==> config.mk <==
export PLATFORM = sky130hd
export DESIGN_NAME = mux_scan_n_to_one
export DESIGN_NICKNAME = d
export VERILOG_FILES = /design/src/rtl/mux_scan_n_to_one.sv
export SDC_FILE = /design/constraint.sdc
export NUM_CORES = 1
export LEC_CHECK = 0
export CAP_MARGIN = 40
export CELL_PAD_IN_SITES_DETAIL_PLACEMENT = 1
export CELL_PAD_IN_SITES_GLOBAL_PLACEMENT = 1
export CORE_AREA = 4 4 41 43
export CTS_CLUSTER_SIZE = 30
export DETAILED_ROUTE_END_ITERATION = 8
export DIE_AREA = 0 0 45 47
export GPL_TIMING_DRIVEN = 1
export HOLD_SLACK_MARGIN = 0.03
export PLACE_DENSITY_LB_ADDON = 0.1
export SYNTH_ARGS = -nofsm -noshare
export SYNTH_HDL_FRONTEND = slang
export SYNTH_SLANG_ARGS = --single-unit
==> constraint.sdc <==
create_clock -name CLK -period 4.1 [get_ports CLK]
set_input_delay 1.23 -clock CLK [delete_from_list [all_inputs] [get_ports CLK]]
set_output_delay 1.23 -clock CLK [all_outputs]
set_load 0.1 [all_outputs]
==> src/rtl/mux_scan_n_to_one.sv <==
// Registered N-to-one channel mux with manual select and an auto-scan mode.
// The scan mode has a programmable dwell time and a hold control.
module mux_scan_n_to_one #(
    parameter int WIDTH    = 1,
    parameter int CHANNELS = 4,
    parameter int SEL_W    = 2,
    parameter int DWELL    = 4
) (
    input  logic                      CLK,
    input  logic                      RST,
    input  logic [CHANNELS*WIDTH-1:0] DIN,
    input  logic [SEL_W-1:0]          SEL,
    input  logic                      MODE,
    input  logic                      HOLD,
    output logic [WIDTH-1:0]          DOUT,
    output logic [SEL_W-1:0]          CUR_SEL,
    output logic                      WRAP,
    output logic                      SEL_ERR,
    output logic                      VALID
);

    localparam int CNT_W = (DWELL > 1) ? $clog2(DWELL) : 1;
    localparam logic [CNT_W-1:0] CNT_LAST = CNT_W'(DWELL - 1);
    localparam logic [SEL_W-1:0] SEL_LAST = SEL_W'(CHANNELS - 1);
    // One bit wider so CHANNELS == 2**SEL_W does not wrap to zero.
    localparam logic [SEL_W:0]   NUM_CH   = (SEL_W + 1)'(CHANNELS);

    typedef enum logic [1:0] {IDLE, MANUAL, SCAN} state_t;

    state_t                             state, state_next;
    logic [CNT_W-1:0]                   cnt, cnt_next;
    logic [SEL_W-1:0]                   next_sel;
    logic [WIDTH-1:0]                   dout_next;
    logic                               wrap_next, err_next;
    logic [CHANNELS-1:0][WIDTH-1:0]     chan;

    assign chan = DIN;

    always_ff @(posedge CLK) begin
        if (RST) state <= IDLE;
        else     state <= state_next;
    end

    always_comb begin
        state_next = MODE ? SCAN : MANUAL;
    end

    always_comb begin
        next_sel  = CUR_SEL;
        cnt_next  = '0;
        wrap_next = 1'b0;
        err_next  = 1'b0;
        if (!MODE) begin
            if ({1'b0, SEL} < NUM_CH) next_sel = SEL;
            else                      err_next = 1'b1;
        end else if (state == SCAN) begin
            if (HOLD) begin
                cnt_next = cnt;
            end else if (cnt == CNT_LAST) begin
                if (CUR_SEL == SEL_LAST) begin
                    next_sel  = '0;
                    wrap_next = 1'b1;
                end else begin
                    next_sel = CUR_SEL + 1'b1;
                end
            end else begin
                cnt_next = cnt + 1'b1;
            end
        end
        // Entering SCAN from IDLE/MANUAL keeps CUR_SEL with a fresh dwell count.
    end

    // Decoded select rather than a dynamic index: never yields X.
    always_comb begin
        dout_next = '0;
        for (int k = 0; k < CHANNELS; k++)
            if (next_sel == SEL_W'(k)) dout_next = chan[k];
    end

    always_ff @(posedge CLK) begin
        if (RST) begin
            DOUT    <= '0;
            CUR_SEL <= '0;
            cnt     <= '0;
            WRAP    <= 1'b0;
            SEL_ERR <= 1'b0;
            VALID   <= 1'b0;
        end else begin
            DOUT    <= dout_next;
            CUR_SEL <= next_sel;
            cnt     <= cnt_next;
            WRAP    <= wrap_next;
            SEL_ERR <= err_next;
            VALID   <= 1'b1;
        end
    end

endmodule

# Yosys cells after proc, flatten, opt, wreduce, memory -nomap -nowiden
# Cells that the tools add are included.
[word_totals]
output_inout_bits = 6
word_cells = 33
inputBits = 10
reg_bits = 9
[op_classes]
n_eq_ne = 6
bitwise_logic = 3
add_sub_neg = 2
n_mux = 13
n_reduce_logical = 3
[op_table]
columns = ["cell", "count"]
rows = [
  ["2-to-1 mux 2 bit", 7],
  ["equality test 2 bit, second input constant", 5],
  ["2-to-1 mux 1 bit", 6],
  ["OR reduction 5 bit", 1],
  ["adder 2 x 1 -> 2 bit, second input constant", 2],
  ["NOT 1 bit", 3],
  ["OR reduction 3 bit", 1],
  ["equality test 2 x 1 -> 1 bit, second input constant", 1],
  ["logical NOT 2 bit", 1],
]

# Depth between registers and ports, before layout
# Gate-level depths: netlist of the first run.
[depth]
depth_word = 11
ltp_mapped = 6
mapped_depth_nobuf = 6

# Least setup slack after synthesis of the first run
# OpenSTA, ideal clock, no wires.
[synth_timing]
path_type = "input-to-reg"
from = "input port HOLD"
to = "register DOUT"
setup_time_ns = 0.079
stages = 5
arrival_time_ns = 2.269
required_ns = 4.021
n_path_buf = 0
path_slack_ns = 1.751
path_cell_list = "and4bb_4 mux2i_1 a21oi_2 o221a_1 a211oi_2"
[synth_via]
elab_chain_cells = 8
word_cells_on_any_way = 11
classes_between = "eq/ne: 3; mux: 7; reduce/logical: 1"
[synth_lines]
columns = ["element", "line_no", "source"]
rows = [
  ["start, declared", "14", "input logic HOLD,"],
  ["2-to-1 mux 2 bit *", "57", "if (HOLD) begin"],
  ["2-to-1 mux 2 bit *", "56", "end else if (state == SCAN) begin"],
  ["2-to-1 mux 2 bit *", "53", "if (!MODE) begin"],
  ["logical NOT 2 bit", "77", "if (next_sel == SEL_W'(k)) dout_next = chan[k];"],
  ["2-to-1 mux 1 bit (3 in a row)", "77", ""],
  ["2-to-1 mux 1 bit *", "77", ""],
  ["end signal, assigned", "89", "DOUT <= dout_next;"],
  ["end, declared", "15", "output logic [WIDTH-1:0] DOUT,"],
]
# Mark *: on every way between the ends. The rest lies on a longest branch, timed or not.
# A chain may end at the register's enable or synchronous reset.

# Final worst setup path of the first run
# Ends and elaborated chain as after synthesis.

==> flow_summary.ini, run 1 <==
[placement]
place_area_um2 = 626
gp_congestion = 0.746
io_buffers = 14
dp.cells = 74

[worst_setup_path]
required_ns = 4.27
crit_path_end_kind = flip-flop
cp.arrival_ns = 2.88
crit_fanout = 5
critical_path_class = in2reg
critPathLaunchType = primary input

[detailed_routing]
dr.pass1.iters = 3
drc = 0
wl_per_cell_um = 11.9
dr_total_vias = 375
drt-total-wl_um = 932
first_iter_violations = 1
viasPerCell = 4.81
ant_nets = 0

[sta]
fin_worst_skew_ns = 0.00839
fin_crit_sh = 0.663
max_freq_mhz = 368
fin_crit_ns = 2.72
finalHoldViolations = 0
setup_tns_ns = 0
maxSlewViolCount = 0
setup_viol = 0
grt_setup_unrepaired = no

[clock_tree]
cts_root_buffer = clkbuf_4
clk_latency_ns = 0.25
cts_tree = done
cts_resized = 0
numCtsBuffers = 3
clk_path_buf_depth = 2
cts.sinks = 9
clk_pin_slew_ns = 0.06
post_cts_buffers = 0
hold_buffers = 0
cts_max_level = 1

[global_routing]
grt.total_usage = 0.109
globalRouteMet1Util = 0.105
grt_pass1_wl_um = 1590
grt_antenna_before_repair = 0
first_global_vias = 384
grt_max_degree = 9
met2_usage = 0.206
top_usage_layer = met2
overflow = 0
grtUsageMet3 = 0.0498

[floorplan]
die_h_um = 47
dieArea_mm2 = 0.00212
placeableCoreArea_mm2 = 0.00130
start_util = 0.307
pin_count = 16
dieWidth_um = 45
rows = 13

[logic_synthesis]
synth_cell_type_count = 17
synth_nets = 53
netlist_area_um2 = 399
synth_warnings = 0
synth_seq_cells = 9
syn_avg_cell_area_um2 = 9.73
synth_cells = 41
synth-seq-area-share = 0.451

[cells_and_area]
fin_nets = 76
antenna_cells = 0
finalCoreUtilization = 0.501
stdcell_area_um2 = 652
drive_above_1_share = 0.175
syn2layout_area_growth_pct = 63.3
final_cells = 78

[pwr]
power_density_mw_per_mm2 = 342
leakagePower_nw = 0.267
p_total_mw = 0.223
max-vdd-ir-drop_mv = 0.154

[job]
drv_cap = 0

[min_path]
hold_class = reg2reg

[outcome]
status = finished clean
==> registers in the layout, indices dropped and copies added (netlist names) <==
name and cells:
state 2, VALID 1, DOUT 1, cnt 2, WRAP 1, CUR_SEL 2
==> cells in the mapped netlist <==
master / number / area, um2
nor2_1: 8 / 30.0
a21oi_1: 2 / 10.0
nor3_1: 2 / 10.0
a21oi_2: 1 / 8.76
o221a_1: 1 / 11.3
mux2i_1: 4 / 40.0
dfxtp_1: 9 / 180
a211oi_2: 1 / 12.5
and2_1: 1 / 6.26
buf_4: 1 / 7.51
nand3b_1: 2 / 15.0
conb_1: 1 / 3.75
and4bb_4: 1 / 16.3
o21ai_0: 1 / 5.00
inv_1: 3 / 11.3
ha_1: 2 / 25.0
nor2b_1: 1 / 6.26
==> layer usage <==
layer | vias up | share of wire
met1 | 176 | 0.37
met4 | 0 | 0.0086
li1 | 185 | -
met2 | 12 | 0.54
met3 | 2 | 0.080
met5 | - | 0
==> stage by stage <==
step	setup WS, ns	hold WS, ns
after global routing	1.32	0.566
after floorplan	1.75	0.468
after CTS	1.39	0.536
after global placement	1.17	0.480
final	1.38	0.531
after detailed placement	1.13	0.525
==> final timing paths <==
kind          start     end  slack [ns]  cells after the start
min          cnt[0]  cnt[0]        0.53                      2
max            HOLD    DOUT        1.38                      6
min reg2reg  cnt[0]  cnt[0]        0.53                      2
max reg2reg  cnt[0]    DOUT        2.39                      6
==> power breakdown <==
group	internal, mW	switching (mW)
Clock	0.0373	0.0274
Combinational	0.0262	0.0381
Sequential	0.0916	0.00221
==> layout by cell type, fill, tap and decap left out <==
master	count
a211oi_2	1
a21oi_1	2
a21oi_2	1
and2_1	1
and4bb_4	1
buf_8	5
clkbuf_1	1
clkbuf_4	3
clkdlybuf4s50_1	14
conb_1	1
dfxtp_1	9
ha_1	2
inv_1	3
mux2i_1	4
nand3b_1	2
nor2_1	8
nor2b_1	1
nor3_1	2
o21ai_0	1
o221a_1	1
==> layout make-up <==
cell class              count  area [um2]
inverters                   3        11.3
multi-input cells          28         200
well taps                  15        18.8
clock buffers               4        26.3
repair buffers             19         215
flip-flops and latches      9         180
fillers                   151         649
==> critical path, cell delays in order <==
cell             delay [ns]
clkdlybuf4s50_1        0.49
and4bb_4               0.35
mux2i_1                0.26
a21oi_2                0.10
o221a_1                0.26
a211oi_2               0.19
==> logic make-up after synthesis <==
group / after synthesis / share of synthesized area
adder cells (fa/ha/maj): 2 / 0.0627
multiplexers: 4 / 0.100
flip-flops: 9 / 0.451
AO/OA/AOI/OAI: 6 / 0.119
buffers and inverters: 4 / 0.0470
other: 1 / 0.00940
AND/OR/NAND/NOR: 15 / 0.210
No activity file was read; power rests on OpenSTA's default activity.
==> run 2: changes to the inputs <==
--- a/config.mk
+++ b/config.mk
@@ -8,10 +8,10 @@
 export CAP_MARGIN = 40
 export CELL_PAD_IN_SITES_DETAIL_PLACEMENT = 1
 export CELL_PAD_IN_SITES_GLOBAL_PLACEMENT = 1
-export CORE_AREA = 4 4 41 43
+export CORE_MARGIN = 4
+export CORE_UTILIZATION = 26
 export CTS_CLUSTER_SIZE = 30
 export DETAILED_ROUTE_END_ITERATION = 8
-export DIE_AREA = 0 0 45 47
 export GPL_TIMING_DRIVEN = 1
 export HOLD_SLACK_MARGIN = 0.03
 export PLACE_DENSITY_LB_ADDON = 0.1
==> constraint.sdc (replaced) <==
create_clock -name CLK -period 2.2 [get_ports CLK]
set_input_delay 0.66 -clock CLK [delete_from_list [all_inputs] [get_ports CLK]]
set_output_delay 0.66 -clock CLK [all_outputs]
set_load 0.1 [all_outputs]
==> run 2 against run 1 <==
Critical path depth unchanged; register-to-register slack got worse by 1.9 ns; cell count is 3.8% lower; global-route usage is essentially flat; clock skew is 0.0082 ns lower; combinational power rose by 63%; sequential power increased by 87%; via count fell by 6.4%; largest cell class is now multi-input combinational cells.
==> flow_summary.ini, run 2 (synthesis gave the netlist of run 1 again) <==
[worst_setup_path]
required_ns = 2.38
crit_path_top_delay_cell = clkdlybuf4s50_1
crit_fanout = 2
cp.arrival_ns = 2.24
path_buf_inv = 1
critPathMaxStageDelay_ns = 0.43
crit_path_end_kind = flip-flop
crit_chain = clkdlybuf4s50_1, and4bb_4, mux2i_1, a21oi_2, o221a_1, a211oi_2
critical_path_class = in2reg
path_delay_family = compound AO/OA/AOI/OAI gates
critPathLaunchType = primary input

[global_routing]
grt_pass1_wl_um = 1600
first_global_vias = 375
overflow = 0
grt_antenna_before_repair = 0
grt_max_degree = 9
grt.total_usage = 0.109

[pwr]
power_density_mw_per_mm2 = 682
p_total_mw = 0.403
max-vdd-ir-drop_mv = 0.350
leakagePower_nw = 0.252

[cells_and_area]
antenna_cells = 0
fillCellCount = 172
top_regs = CUR_SEL: 2 flops, cnt: 2 flops, state: 2 flops
syn2layout_area_growth_pct = 48.3
final_cell_mix = dfxtp_1 (9), clkdlybuf4s50_1 (9), nor2_1 (8)
drive_above_1_share = 0.217
final_cells = 75
fin_nets = 73

[detailed_routing]
drt-total-wl_um = 887
drc = 0
first_iter_violations = 1
wl_per_cell_um = 11.8
ant_nets = 0
dr_total_vias = 351
dr.pass1.iters = 3
viasPerCell = 4.68

[floorplan]
die_h_um = 47.2
pin_count = 16
dieWidth_um = 47.2
rows = 13
dieArea_mm2 = 0.00223
placeableCoreArea_mm2 = 0.00137
start_util = 0.292

[sta]
fin_crit_sh = 0.936
setup_tns_ns = 0
setup_viol = 0
fin_crit_ns = 2.06
fin_ws_ns = 0.141
max_freq_mhz = 486
maxSlewViolCount = 0
grt_setup_unrepaired = no
fin_worst_skew_ns = 0.000189
finalHoldViolations = 0
holdWs_ns = 0.509

[clock_tree]
cts_max_level = 1
cts.sinks = 9
clk_latency_ns = 0.25
clk_pin_slew_ns = 0.06
cts_resized = 0
cts_root_buffer = clkbuf_4
numCtsBuffers = 3
post_cts_buffers = 0
hold_buffers = 0
clk_path_buf_depth = 2
cts_tree = done

[placement]
io_buffers = 14
place_hpwl_um = 803
dp.cells = 71
dp_worst_setup_slack_ns = -0.122
gp_congestion = 0.756

[job]
drv_cap = 0

[min_path]
hold_class = reg2reg

[outcome]
status = finished clean
==> run 2: cell count changes in the layout (fill, tap and decap cells not counted) <==
cell / delta
clkdlybuf4s50_1: -5
buf_8: -5
buf_12: +1
buf_4: +6
==> run 2: report_power, final <==
group / internal [mW] / leakage, nW / switching, mW
Combinational: 0.0374 / 0.163 / 0.0673
Sequential: 0.171 / 0.0743 / 0.00457
Clock: 0.0696 / 0.0150 / 0.0538
Total: 0.278 / 0.252 / 0.126
==> run 2: final cells by class <==
type | count | area, um2 | share of cell area
tap | 15 | 18.8 | 0.0317
multi-input combinational | 28 | 200 | 0.338
sequential | 9 | 180 | 0.304
clock buffer | 4 | 26.3 | 0.0444
timing repair buffer | 16 | 155 | 0.262
inverter | 3 | 11.3 | 0.0190
==> run 2: through the flow <==
step / cell area [um2] / util
2_1_floorplan: 399 / -
3_3_place_gp: 566 / 0.414
3_5_place_dp: 566 / 0.414
4_1_cts: 592 / 0.433
5_1_grt: 592 / 0.433
6_report: 592 / 0.433
==> run 2: per-layer routing <==
layer,up-vias,global-route usage,wire length (um)
li1,180,-,-
met4,0,0.0829,7
met2,14,0.157,416
met1,155,0.130,381
met3,2,0.0421,81
met5,-,0,0
==> run 2: worst register-to-register path, cell delays in order, from the launching register on <==
cell,delay [ns]
dfxtp_1,0.36
ha_1,0.22
and4bb_4,0.27
mux2i_1,0.27
a21oi_2,0.11
o221a_1,0.26
a211oi_2,0.18
==> run 2: final timing paths <==
path / startpoint / endpoint / slack, ns / depth (start not counted)
hold / removal: cnt[1] / cnt[1] / 0.51 / 2
hold reg to reg: cnt[1] / cnt[1] / 0.51 / 2
setup / recovery: HOLD / DOUT / 0.14 / 6
setup reg to reg: cnt[0] / DOUT / 0.46 / 6
